--- src/rtl/fetch_unit.sv ---
// Instruction fetch stage: owns the PC and runs one req/ack fetch at a time.
// The captured word feeds the decoder until it is consumed; a halt word parks the unit.
module fetch_unit #(
  parameter int unsigned         PC_WIDTH  = 32,
  parameter logic [PC_WIDTH-1:0] PC_RESET  = '0,
  parameter logic [31:0]         HALT_WORD = 32'hFFFF_FFFF
) (
  input  logic                CLK,
  input  logic                rst,
  input  logic                stall,
  input  logic                branch_taken,
  input  logic [PC_WIDTH-1:0] branch_target,
  output logic                imem_req,
  output logic [PC_WIDTH-1:0] imem_addr,
  input  logic                imem_ack,
  input  logic [31:0]         imem_rdata,
  output logic [31:0]         instr,
  output logic                instr_valid,
  output logic [PC_WIDTH-1:0] instr_pc,
  output logic                halted
);

  typedef enum logic [1:0] {
    IDLE,
    FETCH,
    VALID,
    HALT
  } state_t;

  state_t              state;
  state_t              state_n;
  logic [PC_WIDTH-1:0] pc;
  logic [PC_WIDTH-1:0] pc_n;
  logic [PC_WIDTH-1:0] instr_pc_n;
  logic [31:0]         instr_n;
  logic                valid_n;

  always_ff @(posedge CLK or posedge rst) begin
    if (rst) begin
      state       <= IDLE;
      pc          <= PC_RESET;
      instr       <= '0;
      instr_pc    <= '0;
      instr_valid <= 1'b0;
    end else begin
      state       <= state_n;
      pc          <= pc_n;
      instr       <= instr_n;
      instr_pc    <= instr_pc_n;
      instr_valid <= valid_n;
    end
  end

  always_comb begin
    state_n    = state;
    pc_n       = pc;
    instr_n    = instr;
    instr_pc_n = instr_pc;
    valid_n    = instr_valid;
    imem_req   = 1'b0;
    halted     = 1'b0;
    unique case (state)
      IDLE: state_n = FETCH;
      FETCH: begin
        imem_req = 1'b1;
        if (imem_ack) begin
          instr_n    = imem_rdata;
          instr_pc_n = pc;
          pc_n       = pc + PC_WIDTH'(4);
          valid_n    = 1'b1;
          state_n    = (imem_rdata == HALT_WORD) ? HALT : VALID;
        end
      end
      VALID: begin
        if (!stall) begin
          valid_n = 1'b0;
          state_n = FETCH;
          // redirect targets are word aligned
          if (branch_taken)
            pc_n = branch_target & ~PC_WIDTH'(3);
        end
      end
      HALT: halted = 1'b1;
      default: state_n = IDLE;
    endcase
  end

  // pc only moves on ack or consume, so the address is stable while waiting
  assign imem_addr = pc;

endmodule

--- config.mk ---
export PLATFORM = sky130hd
export DESIGN_NAME = fetch_unit
export DESIGN_NICKNAME = d
export VERILOG_FILES = /design/src/rtl/fetch_unit.sv
export SDC_FILE = /design/constraint.sdc
export NUM_CORES = 1
export LEC_CHECK = 0
export BUFFER_PORTS_ARGS = -buffer_cell sky130_fd_sc_hd__buf_2
export CORE_MARGIN = 2
export CORE_UTILIZATION = 50
export CTS_BUF_LIST = sky130_fd_sc_hd__clkbuf_16
export CTS_CLUSTER_DIAMETER = 30
export DETAILED_ROUTE_END_ITERATION = 16
export HOLD_SLACK_MARGIN = 0.1
export PLACE_DENSITY = 0.81
export SKIP_CTS_REPAIR_TIMING = 1
export SYNTH_ARGS = -nofsm -noshare
export SYNTH_HDL_FRONTEND = slang
export SYNTH_SLANG_ARGS = --single-unit
--- constraint.sdc ---
create_clock -name CLK -period 4.42 [get_ports CLK]
set_input_delay 0.884 -clock CLK [delete_from_list [all_inputs] [get_ports CLK]]
set_output_delay 0.884 -clock CLK [all_outputs]
set_load 0.02 [all_outputs]
* Yosys cells after proc, flatten, opt, wreduce, memory -nomap -nowiden *
Index checks and enable logic that the tools add are counted.

storage, ports and cells
  latch bits = 0
  memories = 0
  input bits = 69
  output and inout bits = 99
  RAM bits = 0
  logic and storage cells = 33
  register bits after elaboration = 99
  bits in read-only memories = 0

cells by class
  bitwise gates (word level) = 0
  $mul = 0
  shifts and indexed selects = 0
  multiplexer cells = 13
  eq/ne operators = 7
  order comparisons = 0
  divide/modulo/power cells = 0
  reductions and logical operators = 7
  $add $sub $neg = 1

operators with widths
  cell                                                                   number
  32-bit 2-to-1 mux                                                      3
  32-bit case mux with 2 select lines                                    1
  32-bit by 3-bit adder with 32-bit output, second input constant        1
  32-bit equality test, second input constant                            1
  2-bit != test, second input constant                                   3
  2-bit case mux with 3 select lines                                     1
  3-bit AND reduction                                                    2
  1-bit 2-to-1 mux                                                       5
  2-bit equality test, second input constant                             2
  2-bit 2-to-1 mux                                                       2
  4-bit AND reduction                                                    1
  3-bit nonzero test                                                     1
  2-bit by 1-bit equality test with 1-bit output, second input constant  1
  2-bit logical NOT                                                      1
  1-bit case mux with 2 select lines                                     1
  2-bit AND reduction                                                    1
  2-bit nonzero test                                                     1

* Longest topological paths before layout *
  depth in word-level cells = 4
  mapped depth = 8
  mapped depth without buffers = 6

* Worst setup path before layout *
Ideal clock, no wire load.

  path kind = input -> register
  start point = input stall
  end point = register pc[25] (netlist: imem_addr[25])
  arrival time = 1.929 ns
  library setup time = 0.099 ns
  data required time = 4.321 ns
  slack = 2.392 ns
  cell stages on the path = 8
  path buffers = 3
  cell sequence = nand4bb_1 > buf_2 > and2_1 > clkbuf_1 > buf_6 > nand2_1 > o31ai_1 > a311oi_1

on the way
  longest elaborated chain between the ends = 2

RTL lines
  element                        line  text
  from (decl)                    10    input logic stall,
  2-bit != test (no line)        --
  4-bit AND reduction (no line)  --
  to (signal assigned)           47    pc <= pc_n;
  to (decl)                      32    logic [PC_WIDTH-1:0] pc;

No other way between the ends.
A chain may end at the register's enable or synchronous reset.

* Worst setup path after layout *
  start point = input imem_ack
  end point = register pc[26] (netlist: imem_addr[26])

on the way
  longest elaborated chain between the ends = 2

RTL lines
  element                        line  text
  from (decl)                    15    input logic imem_ack,
  2-bit != test (no line)        --
  4-bit AND reduction (no line)  --

No other way between the ends.

==> qor.csv <==
stage;metric;value;unit
timing;slew margin rel.;42.4;%
routing;DRC viols;0;
clock_network;clock latency on the worst-skew pair;340;ps
grt;first-pass GRT wire length;19700;um
clock_network;TritonCTS clock tree;yes;
setup_path;data arrival time of the critical path;3020;ps
setup_path;worst path required time;4640;ps
setup_path;CP Capture Type;flop;
timing;Final Hold Vio Count;0;
clock_network;H-tree Lvls;3;
floorplan;Die Area;0.00988;mm2
routing;Vias;4443;
logic_synthesis;most numerous cell in the Yosys netlist;nand2_1;
clock_network;clock root buffer;clkbuf_16;
logic_synthesis;Ys Warns;0;
floorplan;Die X;99.4;um
setup_path;slowest cell on the critical path;nand2_1;
timing;Final min period;2810;ps
power_and_ir_drop;Leak;0.00301;uW
logic_synthesis;sequential fraction of the synthesis area;52.3;%
grt;GRT overflow;0;
logic_synthesis;Post-Syn Area;0.00455;mm2
logic_synthesis;Post-synth EDFFs;0;
setup_path;CP Launch Type;input pin;
routing;first drt pass iteration count;5;
final_layout;final net count;751;
clock_network;Clock Pin Slew Worst Setup and Hold Paths;70;ps
place;GPL Wtd Cong;0.878;
routing;drt wl/cell;15.6;um
timing;setup TNS;0;ps
timing;Worst Skew;11.2;ps
logic_synthesis;Commonest cells post-synth;nand2_1 (205), dfrtp_1 (95), a21oi_1 (30), nor2_1 (29), nand3_1 (19);
clock_network;CTS Sinks;95;
final_layout;layout cells sized above 1;28.6;%
timing;post-route clock period utilization;63.5;%
grt;Total Routing Usage GR;24.7;%
flow_run;MaxCap Viol Count;0;
routing;vias per cell;5.60;
logic_synthesis;Netlist cell types;54;
final_layout;ANT cells;0;
logic_synthesis;Synth top area share;52.3;%
clock_network;Num CTS Buffers;9;
timing;worst-margin pin slew;862;ps
setup_path;Worst path max stage delay;750;ps
power_and_ir_drop;Max VDD drop;0.327;mV
place;post-DP HPWL;8760;um
logic_synthesis;Post-synth top flop;dfrtp_1;
logic_synthesis;Async SR Flop Fraction;100;%
timing;setup ws final;1610;ps
setup_path;Buf/Inv on CP;1;
timing;Setup violations, final;0;
timing;RSZ-0062 raised after global routing;false;
routing;initial DRC count;328;
setup_path;Critical R2R Launch;state[1];
timing;achievable frequency;356;MHz
grt;largest net degree at the start of global routing;59;
worst_hold_path;Hold Path Depth;2;
logic_synthesis;cell type with the largest total area after synthesis;dfrtp_1;
grt;initial antenna violation count;0;
place;Setup Slack @ Placement;1320;ps
logic_synthesis;Avg Inst Size Synth;8.50;um2
power_and_ir_drop;power density over cell area;699;mW/mm2
place;I/O Buffers;161;
setup_path;Crit Path Class;in -> reg;
final_layout;Finished Core Util;64.7;%
clock_network;clk buf depth;2;
setup_path;Crit path depth;6;
outcome;status;finished clean;
setup_path;CP top delay family;simple AND/OR/NAND/NOR gates;
logic_synthesis;Area contributors post-synth;dfrtp_1 (52%), nand2_1 (17%), a21oi_1 (3.3%), nor2_1 (2.4%), nand4_1 (2.3%);
timing;Slew Limit Fails;0;
floorplan;Initial Util;51.9;%
routing;antenna-violating nets left;0;
setup_path;Reg2Reg Depth;5;
floorplan;core area;0.00876;mm2
setup_path;Crit Path Max Fanout;23;
grt;vias in the first global route;4025;
worst_hold_path;hold_sp;instr_pc[24];
floorplan;Rows;34;
floorplan;Die H;99.4;um
routing;final WL;12400;um
power_and_ir_drop;Pwr Total;3960;uW
final_layout;growth of design area from synthesis to finish;24.6;%
setup_path;Worst Setup SP;imem_ack;
worst_hold_path;min-delay worst type;reg -> reg;
setup_path;Critical Path, Cell by Cell;buf_2 -> nand3b_1 -> nand2_1 -> and3_2 -> a21oi_1 -> nand3_1;
floorplan;# IOs;168;
logic_synthesis;cells after synthesis;535;
logic_synthesis;#FFs+latches synth;95;
worst paths after layout:
path                       slack, ps            end
max                             1610  imem_addr[26]
min                              470   instr_pc[24]
max reg2reg                     1760  imem_addr[26]
min reg2reg                      470   instr_pc[24]
max in group asynchronous       2790   instr_pc[24]
min in group asynchronous        670   instr_pc[22]
worst min-delay path, cell delays in order (launching register included):
cell	delay [ps]
dfrtp_1	340
nand2_1	50
nand2_1	60
report_power, final:
| part | internal [uW] | switching (uW) |
|---|---|---|
| combinational | 556 | 1120 |
| clock | 399 | 363 |
| sequential | 1200 | 315 |
layout by cell type, fill, tap and decap left out, drive strengths merged, types with 3 or more instances in the layout:
cell type  instances
nand2            206
a211oi             3
o21ai             12
conb               4
nor3              10
nand3             20
clkbuf             9
inv                6
a21oi             30
o31ai              3
a2bb2oi            3
and3              11
dfrtp             95
buf              167
clkinv             4
and2               3
nor4               4
nor2              29
nand4             18
mux2i              3
o22ai             15
logic make-up (layout without fill, tap and decap cells):
logic type      Yosys count  count (layout)  share of synthesized area, %
other cells               1               4                        0.0824
fa+ha+maj                 1               1                         0.275
simple gates            317             317                          31.5
flops                    95              95                          52.3
compound gates           78              78                          10.6
buf+inv                  39             187                          4.43
mux                       4               4                         0.908
per-stage QoR:
| stage | hold slack (ps) | instance area, um2 | instances |
|---|---|---|---|
| 2_1_floorplan | 538 | 4560 | 538 |
| 3_3_place_gp | 451 | 5360 | 778 |
| 3_5_place_dp | 458 | 5360 | 778 |
| 4_1_cts | 476 | 5670 | 794 |
| 5_1_grt | 488 | 5670 | 794 |
| 6_report | 470 | 5670 | 794 |
layout make-up:
cell class / count / area, um2
clock buffers: 9 / 225
clock inverters: 7 / 77.6
fillers: 757 / 3100
inverters: 4 / 17.5
multi-input cells: 404 / 1980
flip-flops and latches: 95 / 2380
well taps: 108 / 135
repair buffers: 167 / 851
sequential cells by signal, indices dropped and copies added, names as in the netlist:
signal	flops
imem_addr	30
instr_pc	30
instr	32
state	2
instr_valid	1
routing by layer:
layer | track usage [%] | share of wire [%] | vias up
li1 | - | - | 2116
met1 | 35.0 | 42 | 2101
met2 | 40.1 | 48 | 212
met3 | 4.43 | 8.9 | 14
met4 | 5.48 | 0.97 | 0
met5 | 0 | 0 | -
(Power assumes the default switching activity.)
